**config.mk**
```make
export PLATFORM = sky130hd
export DESIGN_NAME = switch_fabric_arbiter_flat
export DESIGN_NICKNAME = d
export VERILOG_FILES = /design/src/rtl/switch_fabric_arbiter_if.sv /design/src/rtl/switch_fabric_arbiter.sv /design/src/flat_wrapper.sv
export SDC_FILE = /design/constraint.sdc
export NUM_CORES = 1
export LEC_CHECK = 0
export BUFFER_PORTS_ARGS = -buffer_cell sky130_fd_sc_hd__buf_2
export CAP_MARGIN = 15
export CORE_UTILIZATION = 50
export CTS_BUF_LIST = sky130_fd_sc_hd__clkbuf_8
export DETAILED_ROUTE_END_ITERATION = 7
export PLACE_DENSITY_LB_ADDON = 0.15
export SLEW_MARGIN = 10
export SYNTH_ARGS = -nofsm -noshare
export SYNTH_HDL_FRONTEND = slang
export SYNTH_SLANG_ARGS = --single-unit
```
**constraint.sdc**
```tcl
create_clock -name clk -period 2.8 [get_ports clk]
set_input_delay 0.56 -clock clk [delete_from_list [all_inputs] [get_ports clk]]
set_output_delay 0.56 -clock clk [all_outputs]
set_load 0.01 [all_outputs]
```
**src/rtl/switch_fabric_arbiter_if.sv**
```systemverilog
// Request/grant and crossbar-steering signals between the fabric inputs and the
// per-output arbiter.
interface switch_fabric_arbiter_if #(
    parameter int unsigned INPUT_QTY  = 4,
    parameter int unsigned OUTPUT_QTY = 4,
    parameter int unsigned DEST_W     = 2,
    parameter int unsigned SEL_W      = 2
);
    logic                         hold;
    logic [INPUT_QTY-1:0]         req_valid;
    logic [INPUT_QTY*DEST_W-1:0]  req_dest;
    logic [INPUT_QTY-1:0]         grant;
    logic [OUTPUT_QTY-1:0]        out_valid;
    logic [OUTPUT_QTY*SEL_W-1:0]  out_sel;
    logic                         bad_dest;

    modport master (
        output hold, req_valid, req_dest,
        input  grant, out_valid, out_sel, bad_dest
    );

    modport slave (
        input  hold, req_valid, req_dest,
        output grant, out_valid, out_sel, bad_dest
    );
endinterface

```
**src/rtl/switch_fabric_arbiter.sv**
```systemverilog
// Per-output round-robin arbiter steering the fabric crossbar.
// Optional per-output conflict counters are enabled by defining SWITCH_ARB_STATS_EN.
module switch_fabric_arbiter #(
    parameter int unsigned INPUT_QTY  = 4,
    parameter int unsigned OUTPUT_QTY = 4,
    parameter int unsigned DEST_W     = 2,
    parameter int unsigned SEL_W      = 2
) (
    input  logic                     clk,
    input  logic                     rst,
`ifdef SWITCH_ARB_STATS_EN
    input  logic                     stats_clr,
    output logic [OUTPUT_QTY*16-1:0] conflict_cnt,
`endif
    switch_fabric_arbiter_if.slave   bus
);
    logic [INPUT_QTY-1:0]        cand [OUTPUT_QTY];
    logic [OUTPUT_QTY-1:0]       has_win;
    logic [SEL_W-1:0]            win_idx [OUTPUT_QTY];
    logic [SEL_W-1:0]            rr_ptr_q [OUTPUT_QTY];
    logic [SEL_W-1:0]            rr_ptr_d [OUTPUT_QTY];
    logic [INPUT_QTY-1:0]        win_vec;
    logic                        bad_any;
    logic [OUTPUT_QTY-1:0]       out_valid_q;
    logic [OUTPUT_QTY*SEL_W-1:0] out_sel_q;
    logic                        bad_q;

    // Out-of-range destinations match no output, so they can never win.
    always_comb begin : candidates
        bad_any = 1'b0;
        for (int o = 0; o < OUTPUT_QTY; o++) cand[o] = '0;
        for (int i = 0; i < INPUT_QTY; i++) begin
            if (bus.req_valid[i]) begin
                if (32'(bus.req_dest[i*DEST_W +: DEST_W]) >= OUTPUT_QTY) begin
                    bad_any = 1'b1;
                end else begin
                    for (int o = 0; o < OUTPUT_QTY; o++) begin
                        if (bus.req_dest[i*DEST_W +: DEST_W] == DEST_W'(o)) cand[o][i] = 1'b1;
                    end
                end
            end
        end
    end

    // Rotate candidates so bit 0 is the pointer position, then take the first set bit.
    always_comb begin : winners
        logic [INPUT_QTY-1:0] rot;
        int unsigned          pos;
        win_vec = '0;
        for (int o = 0; o < OUTPUT_QTY; o++) begin
            has_win[o] = 1'b0;
            win_idx[o] = '0;
            pos        = 0;
            rot        = INPUT_QTY'({cand[o], cand[o]} >> rr_ptr_q[o]);
            for (int k = 0; k < INPUT_QTY; k++) begin
                if (!has_win[o] && rot[k]) begin
                    has_win[o] = 1'b1;
                    pos        = 32'(rr_ptr_q[o]) + unsigned'(k);
                    if (pos >= INPUT_QTY) pos = pos - INPUT_QTY;
                    win_idx[o] = SEL_W'(pos);
                end
            end
            rr_ptr_d[o] = (32'(win_idx[o]) == INPUT_QTY - 1) ? '0 : win_idx[o] + SEL_W'(1);
            for (int i = 0; i < INPUT_QTY; i++) begin
                if (has_win[o] && win_idx[o] == SEL_W'(i)) win_vec[i] = 1'b1;
            end
        end
    end

    assign bus.grant = (rst && !bus.hold) ? win_vec : '0;

    always_ff @(posedge clk or negedge rst) begin
        if (!rst) begin
            for (int o = 0; o < OUTPUT_QTY; o++) rr_ptr_q[o] <= '0;
            out_valid_q <= '0;
            out_sel_q   <= '0;
            bad_q       <= 1'b0;
        end else begin
            bad_q <= bad_any;
            for (int o = 0; o < OUTPUT_QTY; o++) begin
                if (has_win[o] && !bus.hold) begin
                    out_valid_q[o]                <= 1'b1;
                    out_sel_q[o*SEL_W +: SEL_W]   <= win_idx[o];
                    rr_ptr_q[o]                   <= rr_ptr_d[o];
                end else begin
                    out_valid_q[o] <= 1'b0;
                end
            end
        end
    end

    assign bus.out_valid = out_valid_q;
    assign bus.out_sel   = out_sel_q;
    assign bus.bad_dest  = bad_q;

`ifdef SWITCH_ARB_STATS_EN
    logic [OUTPUT_QTY-1:0] multi_cand;
    logic [15:0]           conflict_q [OUTPUT_QTY];

    always_comb begin : conflicts
        int unsigned n_cand;
        for (int o = 0; o < OUTPUT_QTY; o++) begin
            n_cand = 0;
            for (int i = 0; i < INPUT_QTY; i++) begin
                if (cand[o][i]) n_cand = n_cand + 1;
            end
            multi_cand[o] = (n_cand >= 2);
        end
    end

    always_ff @(posedge clk or negedge rst) begin
        if (!rst) begin
            for (int o = 0; o < OUTPUT_QTY; o++) conflict_q[o] <= '0;
        end else begin
            for (int o = 0; o < OUTPUT_QTY; o++) begin
                if (stats_clr) begin
                    conflict_q[o] <= '0;
                end else if (!bus.hold && multi_cand[o] && conflict_q[o] != 16'hFFFF) begin
                    conflict_q[o] <= conflict_q[o] + 16'd1;
                end
            end
        end
    end

    always_comb begin
        conflict_cnt = '0;
        for (int o = 0; o < OUTPUT_QTY; o++) conflict_cnt[o*16 +: 16] = conflict_q[o];
    end
`endif
endmodule
```
**src/flat_wrapper.sv**
```systemverilog
// flat-port wrapper written by rule: the top's interface ports become plain ports
module switch_fabric_arbiter_flat 
#(
    parameter int unsigned INPUT_QTY  = 4,
    parameter int unsigned OUTPUT_QTY = 4,
    parameter int unsigned DEST_W     = 2,
    parameter int unsigned SEL_W      = 2
)
  (clk, rst, bus_hold, bus_req_valid, bus_req_dest, bus_grant, bus_out_valid, bus_out_sel, bus_bad_dest);
  switch_fabric_arbiter_if #(.INPUT_QTY(INPUT_QTY), .OUTPUT_QTY(OUTPUT_QTY), .DEST_W(DEST_W), .SEL_W(SEL_W)) bus_i ();
  input  logic clk;
  input  logic rst;
  input wire logic [$bits(bus_i.hold)-1:0] bus_hold;
  input wire logic [$bits(bus_i.req_valid)-1:0] bus_req_valid;
  input wire logic [$bits(bus_i.req_dest)-1:0] bus_req_dest;
  output wire logic [$bits(bus_i.grant)-1:0] bus_grant;
  output wire logic [$bits(bus_i.out_valid)-1:0] bus_out_valid;
  output wire logic [$bits(bus_i.out_sel)-1:0] bus_out_sel;
  output wire logic [$bits(bus_i.bad_dest)-1:0] bus_bad_dest;
  assign bus_i.hold = bus_hold;
  assign bus_i.req_valid = bus_req_valid;
  assign bus_i.req_dest = bus_req_dest;
  assign bus_grant = bus_i.grant;
  assign bus_out_valid = bus_i.out_valid;
  assign bus_out_sel = bus_i.out_sel;
  assign bus_bad_dest = bus_i.bad_dest;
  switch_fabric_arbiter #(.INPUT_QTY(INPUT_QTY), .OUTPUT_QTY(OUTPUT_QTY), .DEST_W(DEST_W), .SEL_W(SEL_W)) u_core (.clk(clk), .rst(rst), .bus(bus_i));
endmodule
```
==> results.toml, run 1 <==
[critical_path]
worst-setup-path-type = "input port to output port"
crit_fanout = 7
cp.arrival_ns = 2.20
required_ns = 2.24
endpoint_kind = "output port"
rr_startpoint = "u_core.rr_ptr_q[5]"
crit_start = "bus_req_dest[4]"
reg2reg_slack_ns = 0.95
critPathLaunchType = "input port"

[grt]
grt_pass1_wl_um = 5730
antenna_found_initial = 0
grt_pass1_vias = 1295
grt_max_degree = 21
grt_use_total = 0.226
grt_overflow = 0

[drt]
num_vias = 1359
wl_per_cell_um = 16.0
drcViolationCount = 5
wirelength_um = 3550
dr.first_iter.drc_count = 79
vias_per_cell = 6.15
antenna_left = 0
drtPass1Iterations = 6

[sta]
finalHoldViolations = 0
worst_pin_slew_ns = 0.569
setup_viol = 0
timing.final.crit_share = 0.985
timing.final.ws_setup_ns = 0.0431
fin_hold_ws_ns = 0.282
report.final.slew_viol_count = 0
fin_setup_tns_ns = 0
finClkSkew_ns = 0.000577
maxSlewHeadroom = 0.615
fmax_mhz = 363
min_period_ns = 2.76
rsz0062_at_grt = "true"

[yosys]
syn_inst = 157
syn_area_sq_um = 1560
synth-edff-count = 0
ys_seq_area_frac = 0.322
syn_nets = 188
ys_ff_latch = 20
async_reset_ff_frac = 1.00
yosysWarnings = 0
synth_ff_type = "dfrtp_1"
synth_cell_type_count = 42
synth.avg_cell_area_sq_um = 9.91

[placed_design]
pre_cts_ws_ns = -0.0106
port_buffers = 30
dp.final_hpwl_um = 2810
place_congestion = 0.884

[worst_hold_path]
hold_class = "input port to asynchronous set/reset pin"

[clocking]
clock_latency_ns = 0.25
clock_path_buffers = 2
clkTransAtPathRegs_ns = 0.07
postCtsHoldBufs = 0
clock-sinks = 20
cts_inserted_buffers = 3
cts_tree = "built"
h-tree-depth = 1
clockRootBuffer = "clkbuf_8"

[floorplan]
fp.dieW_um = 57.8
fp.coreArea_sq_um = 2850
io_pins = 32
die_height_um = 57.8
rows = 19
initial_core_util = 0.545
design.die.area_sq_um = 3340

[final_layout]
fillerInstances = 247
drive_gt1_frac = 0.347
nNetsFinal = 223
diodes = 0
area_delta_synth_final_pct = 19.7
fin_util = 0.653
seq_area_sq_um = 500
multi_input_area_sq_um = 1050
final_common_cell = "buf_2"
layout_common_cells = "buf_2 (29), dfrtp_1 (20), ha_1 (15), a21oi_1 (10), inv_1 (10)"

[status]
violations = "DRC"
status = "finished, violations left"

[power]
peakVddDrop_v = 0.000361
powerDensity_nw_per_um2 = 471
p_leak_nw = 0.866

[run]
max_cap_violations = 0
==> synthesized netlist by cell type, types with 4 or more instances <==
master / number / share of area
nor2_1: 8 / 0.019
dfrtp_1: 20 / 0.32
inv_1: 10 / 0.024
a21oi_1: 11 / 0.035
ha_1: 16 / 0.13
nand3b_1: 8 / 0.039
nand3_1: 4 / 0.013
a22oi_1: 8 / 0.039
and3b_1: 4 / 0.023
o21ai_0: 7 / 0.023
mux2_2: 8 / 0.058
nand4_1: 5 / 0.020
==> final timing paths <==
check / to / cells after the start
max in group asynchronous: u_core.bus.out_valid[3] / 2
worst max register to register: u_core.rr_ptr_q[5] / 6
worst max-delay path: bus_grant[1] / 9
worst min-delay path: u_core.bus.out_valid[0] / 2
worst min register to register: u_core.bus.out_sel[4] / 1
min in group clk: u_core.bus.out_sel[4] / 1
==> metrics by stage <==
stage	area (sq um)	std cells	total power (W)
after global routing	1860	221	0.000930
after detailed placement	1750	218	0.000678
final	1860	221	0.000876
after global placement	1750	218	0.000666
after CTS	1800	221	0.000863
after floorplan	1560	157	0.000571
==> cell families after synthesis <==
family | Yosys count | share of synthesized area
AND/OR/NAND/NOR | 50 | 0.226
other | 1 | 0.00241
AO/OA/AOI/OAI | 43 | 0.185
multiplexers | 12 | 0.0901
adder cells (fa/ha/maj) | 16 | 0.129
flip-flops | 20 | 0.322
buffers and inverters | 15 | 0.0459
==> state kept, by name, summed over array words and instances (netlist names) <==
register	flops
u_core.bus.out_sel	8
u_core.rr_ptr_q	8
u_core.bus.out_valid	4
==> timing repair <==
item,CTS,global route
setup endpoints to repair,1,4
buffers inserted,0,0
pin swaps,0,4
resized for setup,1,16
==> critical path, stage by stage <==
cell      delay, ns
buf_2          0.15
nand3b_1       0.24
and3b_1        0.26
o22a_1         0.21
inv_1          0.08
ha_1           0.17
a22oi_1        0.27
a21oi_1        0.11
buf_2          0.15
==> area by class of cell <==
class | count | share of cell area
clock buffers | 3 | 0.0222
inverters | 10 | 0.0202
multi-input cells | 122 | 0.566
flip-flops and latches | 20 | 0.269
well taps | 31 | 0.0208
repair buffers | 35 | 0.102
==> power by group <==
group	total, W	switching, W	leakage [nW]	internal [W]
clock	0.000184	0.0000888	0.0216	0.0000956
combinational	0.000290	0.000148	0.599	0.000142
sequential	0.000401	0.0000558	0.245	0.000345
total	0.000876	0.000293	0.866	0.000583
==> layer usage <==
metal | vias up | routed length [um] | track usage
met2 | 41 | 1790 | 0.402
met1 | 651 | 1580 | 0.290
li1 | 659 | - | -
met5 | - | 0 | 0
met3 | 8 | 138 | 0.0268
met4 | 0 | 45 | 0.0646
(Power assumes the default switching activity.)
==> run 2, diff against run 1 <==
Settings changed: BUFFER_PORTS_ARGS -buffer_cell sky130_fd_sc_hd__buf_2 to -buffer_cell sky130_fd_sc_hd__buf_4.
==> run 2 against run 1 <==
The run still ends with DRC left; cell count is the same; global-route usage is 1.1 points higher; sequential power hardly changed; utilization grew 1.9 points; via count rose by 0.37%; first-iteration DRC count down 22%; clock skew barely moved; combinational power up 6.9%; clock-buffer cell count unchanged; critical path type unchanged; largest cell class unchanged.
==> results.toml, run 2 (same netlist as run 1, synthesis figures left out) <==
[status]
status = "finished, violations left"
violations = "DRC"

[power]
p_leak_nw = 0.871
pwr-share-seq = 0.445
peakVddDrop_v = 0.000279
p_sw_w = 0.000296
power.internal_w = 0.000605
total_power_w = 0.000902
clkPwrFrac = 0.210
p_comb_frac = 0.344
powerDensity_nw_per_um2 = 470
sw_frac_of_total = 0.329

[grt]
grt_pass1_vias = 1269
grt_max_degree = 22
antenna_found_initial = 0
grt_pass1_wl_um = 5890
grt_overflow = 0
grt_use_total = 0.237

[drt]
wl_met3_um = 221
drtPass1Iterations = 7
antenna_left = 0
dr.first_iter.drc_count = 62
top_layer = "met4"
num_vias = 1364
route.met2.wl_um = 1870
drt-met1-wl_um = 1530
wirelength_um = 3650
drcViolationCount = 5
vias_per_cell = 6.17
wl_per_cell_um = 16.5

[clocking]
postCtsHoldBufs = 0
clock-sinks = 20
cts_tree = "built"
h-tree-depth = 1
cts_setup_buffers = 0
clkTransAtPathRegs_ns = 0.07
clock_latency_ns = 0.25
cts_inserted_buffers = 3
clockRootBuffer = "clkbuf_8"
clock_path_buffers = 2

[final_layout]
fin_cells = 221
fillerInstances = 226
area_delta_synth_final_pct = 23.3
diodes = 0
fin_util = 0.672
layout_common_cells = "buf_4 (35), dfrtp_1 (18), ha_1 (16), a21oi_1 (10), inv_1 (10)"
multi_input_area_sq_um = 1030
drive_gt1_frac = 0.347
nNetsFinal = 223
final_common_cell = "buf_4"
seq_area_sq_um = 503

[sta]
rsz0062_at_grt = "false"
setup_viol = 0
worst_pin_slew_ns = 0.561
min_period_ns = 2.75
timing.final.ws_setup_ns = 0.0539
report.final.slew_viol_count = 0
finalHoldViolations = 0
finClkSkew_ns = 0.000602
fmax_mhz = 364
timing.final.crit_share = 0.981
maxSlewHeadroom = 0.621

[critical_path]
cp_top_family = "compound AO/OA/AOI/OAI gates"
endpoint = "bus_grant[2]"
required_ns = 2.24
rr_worst_depth = 6
cpMaxStageDelayCell = "a211oi_2"
cp_cell_sequence = "buf_4 -> nand3_1 -> o21ai_0 -> a211oi_2 -> inv_1 -> ha_1 -> a22oi_1 -> a21oi_1 -> buf_4"
endpoint_kind = "output port"
crit_start = "bus_req_dest[5]"
crit_fanout = 7
reg2reg_slack_ns = 1.03
rr_startpoint = "u_core.rr_ptr_q[1]"
cp_num_buf_inv = 3
path_depth = 9
r2r_end = "u_core.rr_ptr_q[1]"
cp.arrival_ns = 2.19
worst-setup-path-type = "input port to output port"
cpPeakStageDelay_ns = 0.30
critPathLaunchType = "input port"
cp_common_cell = "buf_4"

[placed_design]
dp.final_hpwl_um = 2820
pre_cts_ws_ns = -0.00532
place_congestion = 0.888
port_buffers = 30
dpl.cell_count = 218

[floorplan]
io_pins = 32
die_height_um = 57.8
fp.dieW_um = 57.8
fp.coreArea_sq_um = 2850
initial_core_util = 0.545
rows = 19
design.die.area_sq_um = 3340

[run]
max_cap_violations = 0

[worst_hold_path]
hold_class = "input port to asynchronous set/reset pin"
-- run 2: changes by cell type in the layout (fill, tap and decap cells not counted), sizes merged --
| cell | change |
|---|---|
| clkbuf | -1 |
| buf | +1 |
-- run 2: through the flow --
step | TNS, ns | area, sq um | hold slack [ns]
after floorplan | 0 | 1560 | 0.264
after global placement | 0 | 1820 | 0.455
after detailed placement | -0.00532 | 1820 | 0.461
after CTS | 0 | 1870 | 0.181
after global routing | 0 | 1920 | 0.192
final | 0 | 1920 | 0.170
-- run 2: layer usage --
layer,vias up,global-route usage
met4,0,0.0442
met5,-,0
met1,648,0.292
li1,660,-
met3,6,0.0491
met2,50,0.432
-- run 2: what timing repair did --
item | 4_1_cts | 5_1_grt
gates resized for setup | 1 | 16
cloned | 0 | 0
setup endpoints to repair | 2 | 4
pin swaps | 0 | 4
-- run 2: worst min path at each step --
stage | start | end | slack (ns) | depth (start not counted)
3_5_place_dp | rst | u_core.bus.out_valid[0] | 0.46 | 1
6_report | rst | u_core.bus.out_sel[0] | 0.17 | 1
4_1_cts | rst | u_core.bus.out_valid[0] | 0.18 | 1
3_3_place_gp | rst | u_core.bus.out_valid[0] | 0.45 | 1
5_1_grt | rst | u_core.bus.out_valid[0] | 0.19 | 1
2_1_floorplan | rst | u_core.bus.out_sel[0] | 0.26 | 0
-- run 2: area by class of cell --
| class | instances | area share |
|---|---|---|
| flip-flops and latches | 20 | 0.262 |
| multi-input cells | 122 | 0.539 |
| inverters | 10 | 0.0196 |
| clock buffers | 3 | 0.0215 |
| well taps | 31 | 0.0202 |
| repair buffers | 35 | 0.137 |
-- run 2: power groups by stage --
stage / Sequential [W] / Combinational [W] / Clock, W
after floorplan: 0.000404 / 0.000167 / 0
after global placement: 0.000402 / 0.000289 / 0
after detailed placement: 0.000405 / 0.000297 / 0
after CTS: 0.000400 / 0.000301 / 0.000194
after global routing: 0.000410 / 0.000341 / 0.000207
final: 0.000402 / 0.000310 / 0.000190
